`src/rtl/uart_pkg.sv`:
```
// uart_pkg
// Shared definitions for the UART transmitter and receiver:
//   uart_tx_state_e  - transmitter FSM state encoding
//   cycles_per_bit() - clock cycles per line bit for a given clock and baud
package uart_pkg;

  typedef enum logic [1:0] {
    IDLE  = 2'd0,
    START = 2'd1,
    DATA  = 2'd2,
    STOP  = 2'd3
  } uart_tx_state_e;

  // clk_mhz in MHz, baud in bit/s; truncating division
  function automatic int cycles_per_bit(input int clk_mhz, input int baud);
    return (clk_mhz * 1_000_000) / baud;
  endfunction

endpackage

```
`src/rtl/sync_fifo.sv`:
```
// sync_fifo
// Single-clock FIFO with first-word fall-through read data.
// Ports:
//   clk, rst_n   clock, synchronous active-low reset (pointers/count only)
//   i_push       write request; ignored when the FIFO holds DEPTH entries
//   i_wr_data    write data
//   i_pop        read request; ignored when empty
//   o_rd_data    head entry (valid while !o_empty)
//   o_full       registered, count == DEPTH
//   o_empty      count == 0
//   o_count      number of stored entries
module sync_fifo #(
  parameter int WIDTH = 8,
  parameter int DEPTH = 16
) (
  input  logic                     clk,
  input  logic                     rst_n,
  input  logic                     i_push,
  input  logic [WIDTH-1:0]         i_wr_data,
  input  logic                     i_pop,
  output logic [WIDTH-1:0]         o_rd_data,
  output logic                     o_full,
  output logic                     o_empty,
  output logic [$clog2(DEPTH):0]   o_count
);

  localparam int AW = $clog2(DEPTH);
  localparam int CW = AW + 1;

  logic [WIDTH-1:0] r_mem [DEPTH];
  logic [AW-1:0]    r_wr_ptr;
  logic [AW-1:0]    r_rd_ptr;
  logic [CW-1:0]    r_count;
  logic             r_full;
  logic [CW-1:0]    w_count_nxt;
  logic             w_push_ok;
  logic             w_pop_ok;

  // Both qualifiers look only at the registered count, so a push at full
  // is dropped even when a pop frees a slot in the same cycle.
  assign w_push_ok = i_push && (r_count < CW'(DEPTH));
  assign w_pop_ok  = i_pop  && (r_count != '0);

  always_comb begin
    w_count_nxt = r_count;
    case ({w_push_ok, w_pop_ok})
      2'b10:   w_count_nxt = r_count + 1'b1;
      2'b01:   w_count_nxt = r_count - 1'b1;
      default: w_count_nxt = r_count;
    endcase
  end

  always_ff @(posedge clk) begin
    if (!rst_n) begin
      r_wr_ptr <= '0;
      r_rd_ptr <= '0;
      r_count  <= '0;
      r_full   <= 1'b0;
    end else begin
      // pointers wrap naturally since DEPTH is a power of two
      if (w_push_ok) r_wr_ptr <= r_wr_ptr + 1'b1;
      if (w_pop_ok)  r_rd_ptr <= r_rd_ptr + 1'b1;
      r_count <= w_count_nxt;
      r_full  <= (w_count_nxt == CW'(DEPTH));
    end
  end

  always_ff @(posedge clk) begin
    if (w_push_ok) r_mem[r_wr_ptr] <= i_wr_data;
  end

  assign o_rd_data = r_mem[r_rd_ptr];
  assign o_full    = r_full;
  assign o_empty   = (r_count == '0);
  assign o_count   = r_count;

endmodule

```
`src/rtl/uart_tx_buffered.sv`:
```
// uart_tx_buffered
// Buffered 8N1 UART transmitter, LSB first. Absorbs single-cycle byte strobes
// (no backpressure to the source) in a FIFO and sends frames back to back.
// Ports:
//   clk, rst_n      clock, synchronous active-low reset
//   tx_data         byte to send, sampled with tx_data_valid
//   tx_data_valid   single-cycle write strobe
//   tx_fifo_full    FIFO holds FIFO_DEPTH entries (registered)
//   tx_overflow     sticky: a write was dropped; cleared by reset only
//   tx_busy         FSM not IDLE or FIFO non-empty
//   tx_pin          serial line, idle high, driven from a flop
module uart_tx_buffered
  import uart_pkg::*;
#(
  parameter int CLK_FRE    = 48,
  parameter int BAUD_RATE  = 3000000,
  parameter int FIFO_DEPTH = 16
) (
  input  logic       clk,
  input  logic       rst_n,
  input  logic [7:0] tx_data,
  input  logic       tx_data_valid,
  output logic       tx_fifo_full,
  output logic       tx_overflow,
  output logic       tx_busy,
  output logic       tx_pin
);

  localparam int CPB = cycles_per_bit(CLK_FRE, BAUD_RATE);
  localparam int BW  = (CPB < 2) ? 1 : $clog2(CPB);
  localparam logic [BW-1:0] BAUD_LAST = BW'(CPB - 1);
  localparam int CW  = $clog2(FIFO_DEPTH) + 1;

  if (CPB < 2) begin : g_chk_cpb
    $error("uart_tx_buffered: CLK_FRE/BAUD_RATE gives fewer than 2 cycles per bit");
  end
  if ((FIFO_DEPTH < 2) || ((FIFO_DEPTH & (FIFO_DEPTH - 1)) != 0)) begin : g_chk_depth
    $error("uart_tx_buffered: FIFO_DEPTH must be a power of two and >= 2");
  end

  uart_tx_state_e r_state, w_state_nxt;
  logic [BW-1:0]  r_baud,  w_baud_nxt;
  logic [2:0]     r_bit,   w_bit_nxt;
  logic [7:0]     r_shift, w_shift_nxt;
  logic           r_tx_pin, w_pin_nxt;
  logic           r_overflow;

  logic           w_pop;
  logic           w_bit_end;
  logic [7:0]     w_fifo_data;
  logic           w_fifo_full;
  logic           w_fifo_empty;
  logic [CW-1:0]  w_fifo_count;

  sync_fifo #(
    .WIDTH (8),
    .DEPTH (FIFO_DEPTH)
  ) u_fifo (
    .clk       (clk),
    .rst_n     (rst_n),
    .i_push    (tx_data_valid),
    .i_wr_data (tx_data),
    .i_pop     (w_pop),
    .o_rd_data (w_fifo_data),
    .o_full    (w_fifo_full),
    .o_empty   (w_fifo_empty),
    .o_count   (w_fifo_count)
  );

  assign w_bit_end = (r_baud == BAUD_LAST);

  always_ff @(posedge clk) begin
    if (!rst_n) begin
      r_state  <= IDLE;
      r_baud   <= '0;
      r_bit    <= '0;
      r_shift  <= '0;
      r_tx_pin <= 1'b1;
    end else begin
      r_state  <= w_state_nxt;
      r_baud   <= w_baud_nxt;
      r_bit    <= w_bit_nxt;
      r_shift  <= w_shift_nxt;
      r_tx_pin <= w_pin_nxt;
    end
  end

  always_comb begin
    w_state_nxt = r_state;
    w_baud_nxt  = r_baud;
    w_bit_nxt   = r_bit;
    w_shift_nxt = r_shift;
    w_pop       = 1'b0;
    case (r_state)
      IDLE: begin
        w_baud_nxt = '0;
        w_bit_nxt  = '0;
        if (!w_fifo_empty) begin
          w_pop       = 1'b1;
          w_shift_nxt = w_fifo_data;
          w_state_nxt = START;
        end
      end
      START: begin
        if (w_bit_end) begin
          w_baud_nxt  = '0;
          w_bit_nxt   = '0;
          w_state_nxt = DATA;
        end else begin
          w_baud_nxt = r_baud + 1'b1;
        end
      end
      DATA: begin
        if (w_bit_end) begin
          w_baud_nxt  = '0;
          w_shift_nxt = {1'b0, r_shift[7:1]};
          if (r_bit == 3'd7) begin
            w_state_nxt = STOP;
          end else begin
            w_bit_nxt = r_bit + 1'b1;
          end
        end else begin
          w_baud_nxt = r_baud + 1'b1;
        end
      end
      STOP: begin
        if (w_bit_end) begin
          w_baud_nxt = '0;
          // pop on the last stop cycle so the next start bit follows with no gap
          if (!w_fifo_empty) begin
            w_pop       = 1'b1;
            w_shift_nxt = w_fifo_data;
            w_state_nxt = START;
          end else begin
            w_state_nxt = IDLE;
          end
        end else begin
          w_baud_nxt = r_baud + 1'b1;
        end
      end
      default: begin
        w_state_nxt = IDLE;
        w_baud_nxt  = '0;
        w_bit_nxt   = '0;
      end
    endcase
  end

  // Line level is decoded from the next state so the pin flop lines up
  // with the state register cycle for cycle.
  always_comb begin
    w_pin_nxt = 1'b1;
    case (w_state_nxt)
      START:   w_pin_nxt = 1'b0;
      DATA:    w_pin_nxt = w_shift_nxt[0];
      default: w_pin_nxt = 1'b1;
    endcase
  end

  always_ff @(posedge clk) begin
    if (!rst_n) begin
      r_overflow <= 1'b0;
    end else if (tx_data_valid && w_fifo_full) begin
      r_overflow <= 1'b1;
    end
  end

  assign tx_pin       = r_tx_pin;
  assign tx_fifo_full = w_fifo_full;
  assign tx_overflow  = r_overflow;
  assign tx_busy      = (r_state != IDLE) || (w_fifo_count != '0);

endmodule

```
`config.mk`:
```
export PLATFORM = sky130hd
export DESIGN_NAME = uart_tx_buffered
export DESIGN_NICKNAME = d
export VERILOG_FILES = /design/src/rtl/uart_pkg.sv /design/src/rtl/sync_fifo.sv /design/src/rtl/uart_tx_buffered.sv
export SDC_FILE = /design/constraint.sdc
export NUM_CORES = 1
export LEC_CHECK = 0
export BUFFER_PORTS_ARGS = -buffer_cell sky130_fd_sc_hd__buf_2
export CORE_UTILIZATION = 62
export DETAILED_ROUTE_END_ITERATION = 10
export PLACE_DENSITY = 0.87
export SYNTH_ARGS = -nofsm -noshare
export SYNTH_HDL_FRONTEND = slang
export SYNTH_SLANG_ARGS = --single-unit
```
`constraint.sdc`:
```
create_clock -name clk -period 4.35 [get_ports clk]
set_input_delay 0.435 -clock clk [delete_from_list [all_inputs] [get_ports clk]]
set_output_delay 0.435 -clock clk [all_outputs]
set_load 0.03 [all_outputs]
```
-- Yosys cells after proc, flatten, opt, wreduce, memory -nomap -nowiden
Memory sizes are Yosys's and may differ from the RTL's. A register that Yosys moved wholly into a read port is not among the register bits.
Cells that the tools add are included.
- memory bits (writable): 128
- memories kept: 1
- register bits: 33
- logic and storage cells: 72
- reduce and logical (&&, ||, !) cells: 13
- multiplexer cells: 26
- order comparisons: 1
- $add $sub $neg: 6
- equality and inequality tests: 14
- memory list (memory ; words ; bits a word ; rd ports ; clocked after Yosys merged registers in ; write ports ; RTL line ; RTL):
    u_fifo.r_mem ; 16 ; 8 ; 1 ; 1 ; 1 ; sync_fifo.sv:30 ; logic [WIDTH-1:0] r_mem [DEPTH];
- operators by type and width (operator ; number):
    8-bit 2-to-1 mux ; 3
    8-bit one-hot mux with 3 select lines ; 1
    4-bit by 1-bit adder with 4-bit output, second input constant ; 3
    4-bit 2-to-1 mux ; 3
    2-bit 2-to-1 mux ; 5
    5-bit one-hot mux with 2 select lines ; 1
    3-bit 2-to-1 mux ; 3
    3-bit one-hot mux with 3 select lines ; 1
    2-bit == test, second input constant ; 4
    2-bit inequality test, second input constant ; 4
    2-bit one-hot mux with 4 select lines ; 1
    4-bit one-hot mux with 2 select lines ; 1
    2-bit by 1-bit == test with 1-bit output, second input constant ; 3
    3-bit nonzero test ; 2
    5-bit by 1-bit adder with 5-bit output, second input constant ; 1
    5-bit == test, second input constant ; 1
    5-bit logical NOT ; 1
    5-bit less-than comparator, second input constant ; 1
    1-bit 2-to-1 mux ; 5
    5-bit nonzero test ; 1
    5-bit by 1-bit subtractor with 5-bit output, second input constant ; 1
    4-bit == test, second input constant ; 1
    1-bit one-hot mux with 2 select lines ; 2
    4-bit AND reduction ; 1
    8 further kinds ; 10

-- Depth between registers and ports, before layout
Gate-level depths: netlist of the first run.
- depth in word-level cells: 8
- gate-level depth with buffers: 13
- gate-level depth less buffers: 13

-- Modules after synthesis
A second synthesis of the first run with hierarchy kept.
- cells, all modules: 415
- area, all modules: 7063.0 um2
- by module, submodules not included (module ; area each (um2) ; cells each ; instances):
    sync_fifo ; 5935.7 ; 290 ; 1
    uart_tx_buffered ; 1127.3 ; 125 ; 1

-- Worst setup path after synthesis of the first run
Ideal clock, no wire load.
- path kind: flip-flop to flip-flop
- start: register r_state[0]
- end: register u_fifo.r_full (netlist: u_fifo.o_full)
- path buffers: 0
- data required time: 4.234 ns
- clock period less this slack: 3.044 ns
- path slack: 1.306 ns
- library setup time: 0.116 ns
- stages on the path, launching flop included: 13
- arrival: 2.928 ns
- cell sequence: dfxtp_1 ha_1 a41oi_1 nor3_1 ha_1 xor2_1 ha_1 nor2b_1 a2111oi_2 a41oi_1 xor2_1 nor2_2 and4_1
- longest elaborated chain between the ends: 6
- RTL lines (element ; RTL line ; RTL):
    start, declared ; uart_tx_buffered.sv:41 ; uart_tx_state_e r_state, w_state_nxt;
    start signal, assigned ; uart_tx_buffered.sv:80 ; r_state <= w_state_nxt;
    2-bit == test / 2-bit logical NOT (equally long branches) ; uart_tx_buffered.sv:94 ; case (r_state)
    1-bit one-hot mux with 2 select lines (*) ; uart_tx_buffered.sv:94 ;
    1-bit logical AND (*) ; sync_fifo.sv:42 ; assign w_pop_ok = i_pop && (r_count != '0);
    2-bit by 1-bit == test with 1-bit output / 2-bit == test (equally long branches) ; sync_fifo.sv:46 ; case ({w_push_ok, w_pop_ok})
    5-bit one-hot mux with 2 select lines (*) ; sync_fifo.sv:46 ;
    5-bit == test (*) ; sync_fifo.sv:64 ; r_full <= (w_count_nxt == CW'(DEPTH));
    end signal, assigned ; sync_fifo.sv:64 ;
    end, declared ; sync_fifo.sv:34 ; logic r_full;
Every way passes the cells marked *; elsewhere a longest branch is shown, timed or not.
A chain may end at the register's enable or synchronous reset.

-- Worst setup path in the final report of the first run
Ends and elaborated chain as after synthesis.

==> flow_metrics.tcl, run 1 <==
set metrics [dict create \
    syn_to_final_growth_pct 9.89 \
    io_pins 15 \
    dr.first_iter.drc_count 364 \
    cts_setup_buffers 0 \
    h-tree-depth 4 \
    period_needed_ns 3.45 \
    p_leak_nw 2.57 \
    overflow 0 \
    cts-root-buf "clkbuf_8" \
    drc_errors 0 \
    cts_tree "done" \
    cts_buffers 17 \
    rows 38 \
    fin_nets 517 \
    cts_buffer_depth 2 \
    ant_nets 0 \
    cp_cell_sequence "inv_1 -> ha_1 -> a41oi_1 -> nor3_1 -> buf_4 -> ha_1 -> xor2_1 -> ha_1 -> nor2b_1 -> a2111oi_2 -> a41oi_1 -> xor2_1 -> nor2_2 -> and4_1" \
    slowest_delay_ns 0.52 \
    placed_area_um2 7100 \
    clk_latency_ns 0.54 \
    cp_max_fo 7 \
    dp_hpwl_um 8700 \
    synthesis.nets 502 \
    crit_slowest_cell "a41oi_1" \
    worst_setup_path_end_kind "register" \
    gp_congestion 0.843 \
    fmax_mhz 290 \
    holdBufCountCts 0 \
    synth_top_cell_area_share 0.552 \
    synth_cells 475 \
    numClockSinks 165 \
    clk_pin_slew_ns 0.07 \
    final_layout_size_suffix_gt1_frac 0.131 \
    vias 4048 \
    seqCellArea_um2 4590 \
    tightest_slew_ns 0.857 \
    dieArea_um2 11700 \
    dr.pass1.iters 5 \
    ys_warn_count 0 \
    hold_path.class "in2reg" \
    setup_ws_ns 0.903 \
    cp_common_cell "ha_1" \
    grt_pass1_wl_um 21100 \
    hold_violations 0 \
    diodes 0 \
    crit_type "reg2reg" \
    synth_seq_area_share 0.659 \
    layout.cells.non_filler 643 \
    antenna_found_initial 0 \
    die_x_um 108 \
    core_area_um2 10900 \
    syn-cell-area_um2 6960 \
    crit_arrival_ns 3.88 \
    synth_area_leader_cell "edfxtp_1" \
    synthArstFlopShare 0 \
    start_kind "register" \
    syn_area_per_cell_um2 14.7 \
    finClkSkew_ns 0.00975 \
    worstPathRequired_ns 4.78 \
    grt_pass1_vias 4037 \
    ir_drop_mv 0.366 \
    wire_per_inst_um 21.4 \
    drv_cap 0 \
    dominantRegCellSynth "edfxtp_1" \
    fillers 660 \
    io_buffers 14 \
    fp.dieH_um 108 \
    synthMostInstantiatedCell "edfxtp_1" \
    fin_setup_tns_ns 0 \
    synthTopCellsByArea "edfxtp_1 (55%), dfxtp_1 (11%), mux2i_1 (5.6%)" \
    viasPerCell 6.30 \
    fin_area_um2 7650 \
    p_per_area_nw_per_um2 600 \
    synth_edf_count 128 \
    finalSetupViolCount 0 \
    ctsResizeCount 0 \
    slew_viol_final 0 \
    dp_cells 611 \
    wirelength_um 13700 \
    grt_max_degree 35 \
    grtUsageTotal 0.255 \
    synth.distinct_cells 53 \
    fin_util 0.702 \
    start_util 0.639 \
    ys_ff_latch 165 \
    slew_headroom 0.428 \
    multiInputGateArea_um2 2220 \
    pre_cts_slack_ns 0.978 \
    synth_common_cells "edfxtp_1 (128), nor2_1 (47), mux2i_1 (39)" \
    post-route-period-util 0.792 \
    rsz0062_at_grt "false" \
    status "completed" \
]
-- final cells by class --
class	count	share of cell area
Multi-Input combinational cell	280	0.290
Clock buffer	17	0.0542
Clock inverter	15	0.0175
Tap cell	140	0.0229
Sequential cell	165	0.600
Timing Repair Buffer	16	0.0111
Inverter	10	0.00491
-- layer usage --
metal / wire length (um) / vias up / GRT usage
li1: - / 1836 / -
met1: 5350 / 1972 / 0.323
met2: 6970 / 203 / 0.419
met3: 979 / 37 / 0.0494
met4: 437 / 0 / 0.131
met5: 0 / - / 0
-- sequential cells by signal, indices dropped and copies added (netlist names), 2 cells and up, named ones only --
| register | cells |
|---|---|
| r_state | 2 |
| r_bit | 3 |
| r_shift | 8 |
| u_fifo.r_rd_ptr | 4 |
| u_fifo.r_mem | 128 |
| u_fifo.o_count | 5 |
| r_baud | 4 |
| u_fifo.r_wr_ptr | 4 |
-- placed cells by master (no fill, tap or decap), types with 2 or more instances in the layout --
cell        count
edfxtp_1      128
nor2_1         47
mux2i_1        39
dfxtp_1        36
nand2_1        22
and2_1         19
a22oi_1        17
ha_1           16
clkbuf_16      16
buf_2          14
mux4_2         13
nor3_1         12
inv_1          10
nand3_1        10
a21oi_1         9
o21ai_0         8
a211oi_1        8
xor2_1          7
xnor2_1         6
nor2b_1         5
mux4_1          5
clkinv_4        5
and3_1          4
clkinv_2        3
a41oi_1         2
o21ai_1         2
or3_1           2
and2b_1         2
nand2b_1        2
nand4_1         2
inv_8           2
clkinvlp_4      2
clkinv_1        2
buf_4           2
-- logic make-up after synthesis --
group | after synthesis | share of synthesized area
fa+ha+maj | 16 | 0.0288
xor+xnor | 13 | 0.0164
flops | 165 | 0.659
simple gates | 134 | 0.0948
buf+inv | 30 | 0.0228
mux | 58 | 0.119
compound gates | 59 | 0.0599
-- final timing paths --
path / from / end / slack (ns) / cells after the start
worst min-delay path: tx_data_valid / tx_overflow$_SDFFE_PN0P_ / 0.15 / 3
worst max register to register: r_state[0]$_SDFF_PN0_ / u_fifo.o_full$_SDFF_PN0_ / 0.90 / 14
worst max-delay path: r_state[0]$_SDFF_PN0_ / u_fifo.o_full$_SDFF_PN0_ / 0.90 / 14
worst min register to register: r_baud[0]$_SDFF_PP0_ / r_baud[0]$_SDFF_PP0_ / 0.45 / 1
-- report_power, final --
part	total (W)	switching [W]	leakage, nW	internal [W]
clock	0.00137	0.000611	0.266	0.000762
combinational	0.00125	0.000734	0.848	0.000516
sequential	0.00197	0.000146	1.46	0.00182
total	0.00459	0.00149	2.57	0.00310
-- stage by stage --
step,hold WS [ns],power [W]
after CTS,0.137,0.00459
after floorplan,0.418,0.00294
after global routing,0.159,0.00478
final,0.148,0.00459
after global placement,0.430,0.00315
after detailed placement,0.446,0.00322
-- worst max-delay path: cells and delay by family (launching register included) --
kind                     cells  cell delay (ns)
buffers and inverters        2             0.32
adder cells (fa/ha/maj)      3             0.70
XOR/XNOR                     2             0.36
AND/OR/NAND/NOR              4             0.53
flip-flops                   1             0.46
AO/OA/AOI/OAI                3             0.96
Power figures use the tool's default switching activity.
==> run 2, diff against run 1 <==
==> constraint.sdc (replaced) <==
create_clock -name clk -period 3.2 [get_ports clk]
set_input_delay 0.32 -clock clk [delete_from_list [all_inputs] [get_ports clk]]
set_output_delay 0.32 -clock clk [all_outputs]
set_load 0.03 [all_outputs]
==> run 2 against run 1 <==
  * Worst hold slack worse by 0.11 ns
  * Die area stayed put
  * Clock-buffer cell count up 2
  * Global-route usage rose by 0.39 points
  * Routed wire length decreased by 0.27%
  * Worst setup slack worse by 0.74 ns
  * Critical path type unchanged
==> flow_metrics.tcl, run 2 (same netlist as run 1, synthesis figures left out) <==
set metrics [dict create \
    drv_cap 0 \
    worst_setup_path_end_kind "register" \
    cp_top_family "simple AND/OR/NAND/NOR gates" \
    final_layout_size_suffix_gt1_frac 0.134 \
    hold_path.class "in2reg" \
    dr.first_iter.drc_count 380 \
    worstSetupStartpoint "u_fifo.o_count[1]$_SDFF_PN0_" \
    dr.pass1.iters 5 \
    cp_max_fo 9 \
    cp.depth 12 \
    seqCellArea_um2 4590 \
    start_util 0.639 \
    finalSetupViolCount 0 \
    worstPathRequired_ns 3.63 \
    crit_arrival_ns 3.46 \
    slew_viol_final 0 \
    cp_cell_sequence "or3_4 -> nor3_4 -> nor3_1 -> ha_1 -> xor2_1 -> ha_1 -> nor2b_1 -> a2111oi_2 -> a41oi_1 -> xor2_1 -> nor2_2 -> and4_1" \
    finClkSkew_ns 0.00775 \
    layout_common_cells "edfxtp_1 (128), nor2_1 (47), mux2i_1 (39), dfxtp_1 (35), nand2_1 (22)" \
    clk_latency_ns 0.53 \
    routedLengthMet1_um 5390 \
    fillers 670 \
    rows 38 \
    grt_max_degree 31 \
    cts_setup_buffers 0 \
    worst-path-buf-inv 0 \
    die_x_um 108 \
    ant_nets 0 \
    syn_to_final_growth_pct 10.1 \
    clockPowerShare 0.292 \
    drc_errors 0 \
    wire_per_inst_um 21.2 \
    dp_hpwl_um 8790 \
    slowest_delay_ns 0.44 \
    layout.cells.non_filler 646 \
    grt_pass1_wl_um 21300 \
    highest_layer "met4" \
    cts_buffers 17 \
    p_leak_nw 2.57 \
    multiInputGateArea_um2 2220 \
    top_register "u_fifo.r_mem" \
    pre_cts_slack_ns 0.162 \
    crit_type "reg2reg" \
    rsz0062_at_grt "false" \
    r2r_end "u_fifo.o_full$_SDFF_PN0_" \
    p_sw_frac 0.323 \
    layout_commonest_cell "edfxtp_1" \
    fin_nets 520 \
    crit_slowest_cell "or3_4" \
    seqPwrFrac 0.428 \
    rr_startpoint "u_fifo.o_count[1]$_SDFF_PN0_" \
    numClockSinks 165 \
    switchingPower_w 0.00202 \
    grt_pass1_vias 4037 \
    viasPerCell 6.32 \
    io_pins 15 \
    core_area_um2 10900 \
    dp_cells 614 \
    start_kind "register" \
    fin_setup_tns_ns 0 \
    post-route-period-util 0.949 \
    h-tree-depth 4 \
    cts-root-buf "clkbuf_8" \
    status "completed" \
    dieArea_um2 11700 \
    dr_wl_met3_um 994 \
    vias 4084 \
    diodes 0 \
    crit_path_end "u_fifo.o_full$_SDFF_PN0_" \
    fp.dieH_um 108 \
    hold_violations 0 \
    clk_pin_slew_ns 0.06 \
    rrSetupSlack_ns 0.16 \
    cts_tree "done" \
    largest_reg_flops 128 \
    tightest_slew_ns 0.862 \
    comb_power_share 0.280 \
    io_buffers 14 \
    overflow 0 \
    reg2reg_depth 12 \
    p_per_area_nw_per_um2 814 \
    grtUsageTotal 0.259 \
    gp_congestion 0.920 \
    wl_met2_um 6960 \
    ir_drop_mv 0.533 \
    cts_buffer_depth 2 \
    antenna_found_initial 0 \
    fmax_mhz 329 \
    intPower_w 0.00422 \
    wirelength_um 13700 \
    period_needed_ns 3.04 \
    slew_headroom 0.424 \
    setup_ws_ns 0.163 \
]
==> run 2: how the worst min path moves through the flow <==
stage	startpoint	to	cells after the start
2_1_floorplan	rst_n	tx_pin$_SDFF_PN1_	1
3_3_place_gp	r_baud[0]$_SDFF_PP0_	r_baud[0]$_SDFF_PP0_	1
3_5_place_dp	r_baud[0]$_SDFF_PP0_	r_baud[0]$_SDFF_PP0_	1
4_1_cts	tx_data_valid	tx_overflow$_SDFFE_PN0P_	3
5_1_grt	rst_n	tx_pin$_SDFF_PN1_	2
6_report	tx_data_valid	tx_overflow$_SDFFE_PN0P_	3
==> run 2: worst register-to-register path: stages, from the launching register on <==
cell and delay (ns):
dfxtp_1 0.41, or3_4 0.45, nor3_4 0.25, nor3_1 0.12
ha_1 0.25, xor2_1 0.17, ha_1 0.22, nor2b_1 0.15
a2111oi_2 0.37, a41oi_1 0.09, xor2_1 0.20, nor2_2 0.05
and4_1 0.20
==> run 2: cell type report <==
class	count	area share
Clock buffer	19	0.0550
Clock inverter	13	0.0140
Inverter	10	0.00490
Multi-Input combinational cell	280	0.289
Sequential cell	165	0.598
Tap cell	140	0.0229
Timing Repair Buffer	19	0.0157
==> run 2: stage by stage <==
| step | util | hold WS, ns | total power (W) | instance area [um^2] |
|---|---|---|---|---|
| detailed placement | 0.655 | 0.442 | 0.00441 | 7130 |
| global placement | 0.655 | 0.431 | 0.00432 | 7130 |
| global route | 0.704 | 0.0545 | 0.00651 | 7660 |
| floorplan | - | 0.400 | 0.00399 | 6960 |
| CTS | 0.704 | 0.0260 | 0.00623 | 7660 |
| finish | 0.704 | 0.0425 | 0.00624 | 7660 |
==> run 2: power groups by stage <==
stage	registers (W)	clock network, W	logic [W]
3_5_place_dp	0.00271	0	0.00171
4_1_cts	0.00266	0.00183	0.00173
2_1_floorplan	0.00264	0	0.00136
5_1_grt	0.00269	0.00192	0.00190
3_3_place_gp	0.00269	0	0.00163
6_report	0.00267	0.00182	0.00175
==> run 2: timing repair <==
item                       CTS  global route
setup endpoints to repair    0             1
hold buffers                 0             0
resized for setup            0             1
==> run 2: layer usage <==
metal,vias up,track usage
met1,2028,0.319
met2,178,0.429
met3,36,0.0687
li1,1842,-
met5,-,0
met4,0,0.119
